`src/rtl/satswarmv2_pkg.sv`:
```
// Types shared between the clause export and import sides of the swarm.
// The packet layout is fixed here so both sides agree on the wire format.
package satswarmv2_pkg;

    localparam int NUM_CORES_DEF = 4;
    localparam int CORE_ID_W     = $clog2(NUM_CORES_DEF);
    localparam int LIT_W         = 16;

    typedef struct packed {
        logic [CORE_ID_W-1:0] src_id;
        logic [LIT_W-1:0]     lit0;
        logic [LIT_W-1:0]     lit1;
    } shared_packet_t;

    // Canonical order lit0 <= lit1 so {a,b} and {b,a} compare equal.
    function automatic shared_packet_t normalize_pair(input shared_packet_t p);
        shared_packet_t r;
        r = p;
        if (p.lit0 > p.lit1) begin
            r.lit0 = p.lit1;
            r.lit1 = p.lit0;
        end
        return r;
    endfunction

endpackage

```
`src/rtl/import_fifo.sv`:
```
// First-word-fall-through FIFO with a same-cycle pop-before-push rule:
// a full FIFO still accepts a push in the cycle its head is popped.
module import_fifo #(
    parameter int DEPTH = 16,
    parameter int WIDTH = 8
) (
    input  logic             clk,
    input  logic             rst,
    input  logic             flush,
    input  logic             push,
    input  logic [WIDTH-1:0] push_data,
    input  logic             pop,
    output logic [WIDTH-1:0] head,
    output logic             valid,
    output logic             push_ok
);

    localparam int AW = $clog2(DEPTH);

    logic [WIDTH-1:0] mem [DEPTH];
    logic [AW-1:0]    rd_ptr;
    logic [AW-1:0]    wr_ptr;
    logic [AW:0]      count;
    logic             full;
    logic             do_pop;
    logic             do_push;

    assign valid   = (count != '0);
    assign full    = (count == (AW+1)'(DEPTH));
    assign do_pop  = pop && valid;
    assign push_ok = !full || do_pop;
    assign do_push = push && push_ok;
    assign head    = valid ? mem[rd_ptr] : '0;

    always_ff @(posedge clk) begin
        if (rst || flush) begin
            rd_ptr <= '0;
            wr_ptr <= '0;
            count  <= '0;
        end else begin
            if (do_push) wr_ptr <= wr_ptr + AW'(1);
            if (do_pop)  rd_ptr <= rd_ptr + AW'(1);
            count <= count + (AW+1)'(do_push) - (AW+1)'(do_pop);
        end
    end

    // Storage needs no reset; occupancy is tracked by count alone.
    always_ff @(posedge clk) begin
        if (do_push && !rst && !flush) mem[wr_ptr] <= push_data;
    end

endmodule

```
`src/rtl/shared_clause_importer.sv`:
```
// Per-core consumer of the shared clause broadcast: normalizes packets, drops
// self-origin and recently seen clauses, and queues the rest for the core.
module shared_clause_importer
    import satswarmv2_pkg::*;
#(
    parameter int NUM_CORES  = 4,
    parameter int CORE_ID    = 0,
    parameter int FIFO_DEPTH = 16,
    parameter int HIST_DEPTH = 8,
    parameter int CNT_W      = 16
) (
    input  logic             clk,
    input  logic             rst,
    input  logic             bcast_valid,
    input  shared_packet_t   bcast_payload,
    input  logic             flush,
    output logic             imp_valid,
    output shared_packet_t   imp_payload,
    input  logic             imp_ready,
    output logic [CNT_W-1:0] cnt_imported,
    output logic [CNT_W-1:0] cnt_self,
    output logic [CNT_W-1:0] cnt_dup,
    output logic [CNT_W-1:0] cnt_ovf
);

    localparam int HP_W  = (HIST_DEPTH > 1) ? $clog2(HIST_DEPTH) : 1;
    localparam int PKT_W = $bits(shared_packet_t);

    function automatic logic [CNT_W-1:0] sat_inc(input logic [CNT_W-1:0] v);
        return (&v) ? v : v + CNT_W'(1);
    endfunction

    shared_packet_t       s1_pkt;
    logic                 s1_valid;
    logic                 s1_self;
    logic [2*LIT_W-1:0]   hist_lits [HIST_DEPTH];
    logic [HIST_DEPTH-1:0] hist_valid;
    logic [HP_W-1:0]      hist_ptr;
    logic                 hit;
    logic                 s2_act;
    logic                 drop_self;
    logic                 drop_dup;
    logic                 want_push;
    logic                 push_ok;
    logic                 do_push;
    logic [PKT_W-1:0]     fifo_head;

    always_ff @(posedge clk) begin
        if (rst) begin
            s1_valid <= 1'b0;
            s1_self  <= 1'b0;
            s1_pkt   <= '0;
        end else begin
            s1_valid <= bcast_valid && !flush;
            s1_self  <= (CORE_ID < NUM_CORES) &&
                        (bcast_payload.src_id == CORE_ID_W'(CORE_ID));
            s1_pkt   <= normalize_pair(bcast_payload);
        end
    end

    always_comb begin
        hit = 1'b0;
        for (int i = 0; i < HIST_DEPTH; i++) begin
            if (hist_valid[i] && hist_lits[i] == {s1_pkt.lit0, s1_pkt.lit1}) hit = 1'b1;
        end
    end

    // A flush in the same cycle kills the S1 packet without accounting for it.
    assign s2_act    = s1_valid && !flush;
    assign drop_self = s2_act && s1_self;
    assign drop_dup  = s2_act && !s1_self && hit;
    assign want_push = s2_act && !s1_self && !hit;
    assign do_push   = want_push && push_ok;

    always_ff @(posedge clk) begin
        if (rst || flush) begin
            hist_valid <= '0;
            hist_ptr   <= '0;
        end else if (do_push) begin
            hist_lits[hist_ptr]  <= {s1_pkt.lit0, s1_pkt.lit1};
            hist_valid[hist_ptr] <= 1'b1;
            hist_ptr <= (hist_ptr == HP_W'(HIST_DEPTH-1)) ? '0 : hist_ptr + HP_W'(1);
        end
    end

    always_ff @(posedge clk) begin
        if (rst) begin
            cnt_imported <= '0;
            cnt_self     <= '0;
            cnt_dup      <= '0;
            cnt_ovf      <= '0;
        end else begin
            if (do_push)               cnt_imported <= sat_inc(cnt_imported);
            if (drop_self)             cnt_self     <= sat_inc(cnt_self);
            if (drop_dup)              cnt_dup      <= sat_inc(cnt_dup);
            if (want_push && !push_ok) cnt_ovf      <= sat_inc(cnt_ovf);
        end
    end

    import_fifo #(
        .DEPTH (FIFO_DEPTH),
        .WIDTH (PKT_W)
    ) u_fifo (
        .clk       (clk),
        .rst       (rst),
        .flush     (flush),
        .push      (do_push),
        .push_data (s1_pkt),
        .pop       (imp_ready),
        .head      (fifo_head),
        .valid     (imp_valid),
        .push_ok   (push_ok)
    );

    assign imp_payload = shared_packet_t'(fifo_head);

endmodule

```
`config.mk`:
```
export PLATFORM = sky130hd
export DESIGN_NAME = shared_clause_importer
export DESIGN_NICKNAME = d
export VERILOG_FILES = /design/src/rtl/satswarmv2_pkg.sv /design/src/rtl/import_fifo.sv /design/src/rtl/shared_clause_importer.sv
export SDC_FILE = /design/constraint.sdc
export NUM_CORES = 1
export LEC_CHECK = 0
export ABC_AREA = 0
export CAP_MARGIN = 20
export CORE_MARGIN = 4
export CORE_UTILIZATION = 34
export CTS_BUF_LIST = sky130_fd_sc_hd__clkbuf_8
export DETAILED_ROUTE_END_ITERATION = 6
export REMOVE_ABC_BUFFERS = 1
export SETUP_SLACK_MARGIN = 0.3
export SLEW_MARGIN = 25
export SYNTH_ARGS = -nofsm -noshare
export SYNTH_HDL_FRONTEND = slang
export SYNTH_SLANG_ARGS = --single-unit
```
`constraint.sdc`:
```
create_clock -name clk -period 14.8 [get_ports clk]
set_input_delay 2.96 -clock clk [delete_from_list [all_inputs] [get_ports clk]]
set_output_delay 2.96 -clock clk [all_outputs]
set_load 0.05 [all_outputs]
```
-- Word-level counts from Yosys, hierarchy flattened
Memories as Yosys holds them, arrays and structs flattened. A register that Yosys moved wholly into a read port is not among the register bits.
Index checks and enable logic that the tools add are counted.
- mux-type cells: 20
- $lt $le $gt $ge: 3
- equality and inequality tests: 10
- bitwise gates (word level): 5
- reductions and logical operators: 39
- add/sub/neg operators: 9
- operators by type and width (kind ; count):
    equality test 32 bit ; 8
    adder 16 x 1 -> 16 bit, second input constant ; 4
    AND reduction 16 bit ; 4
    two-way mux 34 bit ; 1
    two-way mux 32 bit ; 1
    logical AND 1 bit ; 21
    > comparator 16 bit ; 1
    two-way mux 1 bit ; 14
    adder 4 x 1 -> 4 bit, second input constant ; 2
    two-way mux 4 bit ; 2
    bitwise OR 8 bit ; 1
    AND reduction 2 bit ; 4
    zero test 1 bit ; 6
    adder 5 x 1 -> 5 bit ; 1
    equality test 5 bit, second input constant ; 1
    nonzero test 5 bit ; 1
    subtractor 5 x 1 -> 5 bit ; 1
    < comparator 3 x 4 -> 1 bit, second input constant ; 1
    NOT 1 bit ; 4
    adder 3 x 1 -> 3 bit, second input constant ; 1
    demux 1 bit (select 3 bit) ; 1
    equality test 3 bit, second input constant ; 1
    >= comparator 3 x 1 -> 1 bit, second input constant ; 1
    two-way mux 3 bit ; 1
    other kinds (2) ; 3
- memory bits (writable): 800
- word-level logic and storage cells: 102
- register bits: 124
- memories: 2
- memory list (name ; words ; width ; read ports ; clocked after Yosys merged registers in ; wr ports ; RTL line ; RTL):
    u_fifo.mem ; 16 ; 34 ; 1 ; 1 ; 1 ; import_fifo.sv:20 ; logic [WIDTH-1:0] mem [DEPTH];
    hist_lits ; 8 ; 32 ; 8 ; 0 ; 1 ; shared_clause_importer.sv:36 ; logic [2*LIT_W-1:0] hist_lits [HIST_DEPTH];

-- Logic depth before layout (Yosys ltp)
- word-level depth: 18
- mapped depth: 16
- depth with buffers taken out: 13

-- Hierarchy
From an unflattened synthesis, not the netlist that was laid out.
- cell total of the unflattened synthesis: 2428
- area, all modules: 38448.1 um^2
- modules (own cells, without submodules) (module ; instances ; cells an instance ; sequential area each (um^2) ; area an instance (um^2)):
    import_fifo ; 1 ; 1067 ; 16676.0 ; 21587.0
    shared_clause_importer ; 1 ; 1361 ; 9909.5 ; 16861.2

-- Worst setup path before layout
OpenSTA, ideal clock, no wires.
- kind: in2reg
- start: input port flush
- end: memory u_fifo.mem[2][0] (netlist bit) (enable)
- required time: 14278 ps
- arrival time: 8038 ps
- setup time: 522 ps
- stages: 7
- slack: 6240 ps
- cells stage by stage: nor3b_1 and2_0 clkbuf_1 clkbuf_1 nand3_1 clkbuf_1 nor4b_1
- cells in the longest elaborated chain, start to end: 10
- RTL lines (element ; RTL line ; RTL):
    start, declared ; shared_clause_importer.sv:16 ; input logic flush,
    zero test 1 bit (*) ; import_fifo.sv:49, shared_clause_importer.sv:69 ;
    logical AND 1 bit ; shared_clause_importer.sv:69 ; assign s2_act = s1_valid && !flush;
    logical AND 1 bit (2 in series) ; shared_clause_importer.sv:72 ; assign want_push = s2_act && !s1_self && !hit;
    logical AND 1 bit ; shared_clause_importer.sv:73 ; assign do_push = want_push && push_ok;
    logical AND 1 bit ; import_fifo.sv:32 ; assign do_push = push && push_ok;
    logical AND 1 bit ; import_fifo.sv:49 ; if (do_push && !rst && !flush) mem[wr_ptr] <= push_data;
    logical AND 1 bit (*) ; import_fifo.sv:49 ;
    two-way mux 1 bit (*) ; import_fifo.sv:49 ;
    two-way mux 1 bit (not written as such) (*) ; import_fifo.sv:49 ;
    end, declared ; import_fifo.sv:20 ;
Mark *: on every way between the ends. The rest lies on a longest branch, timed or not.

==> flow_summary.toml <==
[run_status]
outcome = "completed"

[routing]
drt-initial-drc-count = 1631
avgRoutedWirePerCell_um = 22.5
drc = 0
drt-pass1-iter-count = 5
vias_per_cell = 5.00
drt_wl_total_mm = 91.0
ant_nets = 0
via_count = 20200

[timing]
fin_ws_ps = 6670
worst_pin_slew_ps = 957
period_share_pct = 54.9
rsz0062_at_grt = "false"
fin_setup_tns_ps = 0
final_max_slew_viol_count = 0
maxSlewHeadroom_pct = 35.6
fmax_mhz = 123
skew_ps = 53.2
setup_viol = 0
min_period_ps = 8130
hold_viol = 0

[min_path]
min_to = "hist_valid[3]"
holdPathStages = 1
hold_start = "hist_valid[3]"
hold_class = "reg2reg"

[setup_path]
reg2reg_depth = 15
critical_path_arrival_ps = 5170
slowest_delay_ps = 830
r2r_setup_slack_ps = 9880
start_kind = "flip-flop"
crit_slowest_cell = "dfxtp_4"
worstPathCellList = "buf_6 -> buf_6 -> mux4_2 -> mux4_2 -> and2_1 -> clkdlybuf4s50_1"
crit_fanout = 55
worstPathRequired_ps = 11840
cpLargestDelayFamily = "buffers and inverters"
reg2reg_from = "s1_pkt[17]"
critPathBufInv = 3
timing.rr.end = "u_fifo.count[4]"
endpoint_kind = "output pin"
worstSetupPathType = "reg2out"

[clock_tree]
cts_resized = 0
postCtsSetupBuffers = 0
root_buffer = "clkbuf_8"
clk_pin_slew_worst_paths_ps = 60
cts_made_buffers = 155
cts_tree = "built"
clock_latency_ps = 830
cts.sinks = 928
clk_path_buf_depth = 3
postCtsHoldBufs = 0
cts-htree-levels = 4

[power]
combPwrFrac_pct = 14.6
p_clk_share_pct = 36.6
sequentialPowerShare_pct = 48.8
p_leak_nw = 14.6
p_int_mw = 4.33
swShare_pct = 27.1
vdd_drop_max_mv = 0.0829
switchingPower_mw = 1.61
power.density_nw_per_um2 = 135

[placed_design]
hpwl_mm = 49.7
post-place-ws_ps = 7060
gp_congestion = 0.776
portBuffers = 137

[job]
max_cap_violations = 0

[synth]
synth_largest_area_cell = "edfxtp_1"
synth_flop_cell = "edfxtp_1"
synth_top_area_share_pct = 63.7
yosys_warnings = 0
ys_top_cells_by_count = "edfxtp_1, mux4_2, xnor2_1, dfxtp_1, xor2_1"
ys_top_cells_by_area = "edfxtp_1, mux4_2, dfxtp_1, xnor2_1, xor2_1"
ys_seq_area_share_pct = 70.4
async_reset_ff_share_pct = 0
netlist-cell-type-count = 61
synth.avg_cell_area_um2 = 17.3
synth-edff-count = 800
ys_ff_latch = 928
synth.most_common_cell = "edfxtp_1"
synth_cells = 2187
netlist_area_um2 = 37700

[global_route]
grt_max_degree = 74
grt_pass1_vias = 21400
grt_remaining_overflow = 0
grtUsageTotal_pct = 15.6
antenna_found_initial = 9
grt_pass1_wl_mm = 136

[floorplan]
die_w_um = 341
core_area_um2 = 109000
pin_count = 138
start_util_pct = 34.5
die_h_um = 341
die_area_um2 = 116000
num_rows = 121

[layout]
drive_gt1_share_pct = 18.5
area_growth_syn_to_layout_pct = 16.6
postLayoutCoreUtil_pct = 40.2
nets = 2511
[state kept, by name (all words and copies together), names as in the netlist, named ones only]
name / cells
hist_ptr: 3
hist_lits: 256
u_fifo.rd_ptr: 4
cnt_imported: 16
hist_valid: 8
cnt_self: 16
s1_self: 1
s1_valid: 1
s1_pkt: 34
cnt_dup: 16
u_fifo.count: 5
u_fifo.mem: 544
cnt_ovf: 16
u_fifo.wr_ptr: 4
[cells by family (layout without fill, tap and decap cells)]
kind of cell | after synthesis | count (layout) | share of synthesized area (%)
AOI/OAI and AO/OA | 93 | 93 | 1.62
xor gates and xnor gates | 264 | 264 | 6.13
adders and majority gates | 34 | 34 | 1.15
buffers and inverters | 159 | 529 | 1.93
DFF | 928 | 928 | 70.4
muxes | 233 | 233 | 11.9
other | 0 | 2 | 0
and+or+nand+nor | 476 | 476 | 6.83
[stage by stage]
step	instances	total power, mW	hold slack [ps]	instance area [um2]
2_1_floorplan	2074	3.55	425	37200
3_3_place_gp	3756	3.83	453	41000
3_5_place_dp	3756	3.85	456	41000
4_1_cts	4032	6.03	470	44000
5_1_grt	4035	6.21	488	44000
6_report	4035	5.93	464	44000
[cells in the final DEF, fill, tap and decap left out, types with 5 or more instances in the layout]
cell type,count
nor4_1,43
mux4_2,170
clkbuf_8,161
clkinv_1,32
xor2_1,108
inv_1,100
o21ai_0,21
nand3_1,49
clkdlybuf4s50_1,136
ha_1,33
clkinv_2,9
edfxtp_1,800
mux2_2,14
nor2_1,101
o31ai_1,7
inv_8,5
nor3_1,21
a32o_1,5
nand2b_1,7
and2_1,41
and3_1,18
a21oi_1,30
nand2_1,49
mux2i_1,37
xnor2_1,156
bufinv_16,6
or3_1,11
nand4_1,53
buf_4,67
nor2b_1,34
dfxtp_1,124
mux2_1,12
or4_1,10
and4_1,6
[worst max path at each step]
stage	end	cells past startpoint	slack, ps	startpoint
floorplan	imp_payload[0]	3	4780	flip-flop
global placement	imp_payload[20]	6	6790	flip-flop
detailed placement	imp_payload[20]	6	7060	flip-flop
CTS	imp_payload[20]	6	6130	flip-flop
global route	imp_payload[20]	6	6200	flip-flop
finish	imp_payload[20]	6	6670	flip-flop
[metal layers]
metal  global-route usage [%]  routed length, um
met1                     19.9              38000
met2                     26.8              46100
met3                     3.04               4550
met4                     4.89               2310
met5                        0                  0
[cell type report]
| type | count | area, um2 |
|---|---|---|
| multi-input cells | 1100 | 10500 |
| diodes | 2 | 5.00 |
| repair buffers | 207 | 1930 |
| fillers | 9771 | 65400 |
| inverters | 46 | 173 |
| well taps | 1476 | 1850 |
| clock inverters | 115 | 742 |
| flip-flops and latches | 928 | 26600 |
| clock buffers | 161 | 2220 |
[power by group through the flow]
stage / registers [mW] / logic [mW] / clock network [mW]
3_5_place_dp: 2.95 / 0.892 / 0
5_1_grt: 2.90 / 0.933 / 2.38
6_report: 2.90 / 0.867 / 2.17
3_3_place_gp: 2.95 / 0.872 / 0
4_1_cts: 2.90 / 0.895 / 2.24
2_1_floorplan: 3.02 / 0.526 / 0
(Power assumes the default switching activity.)
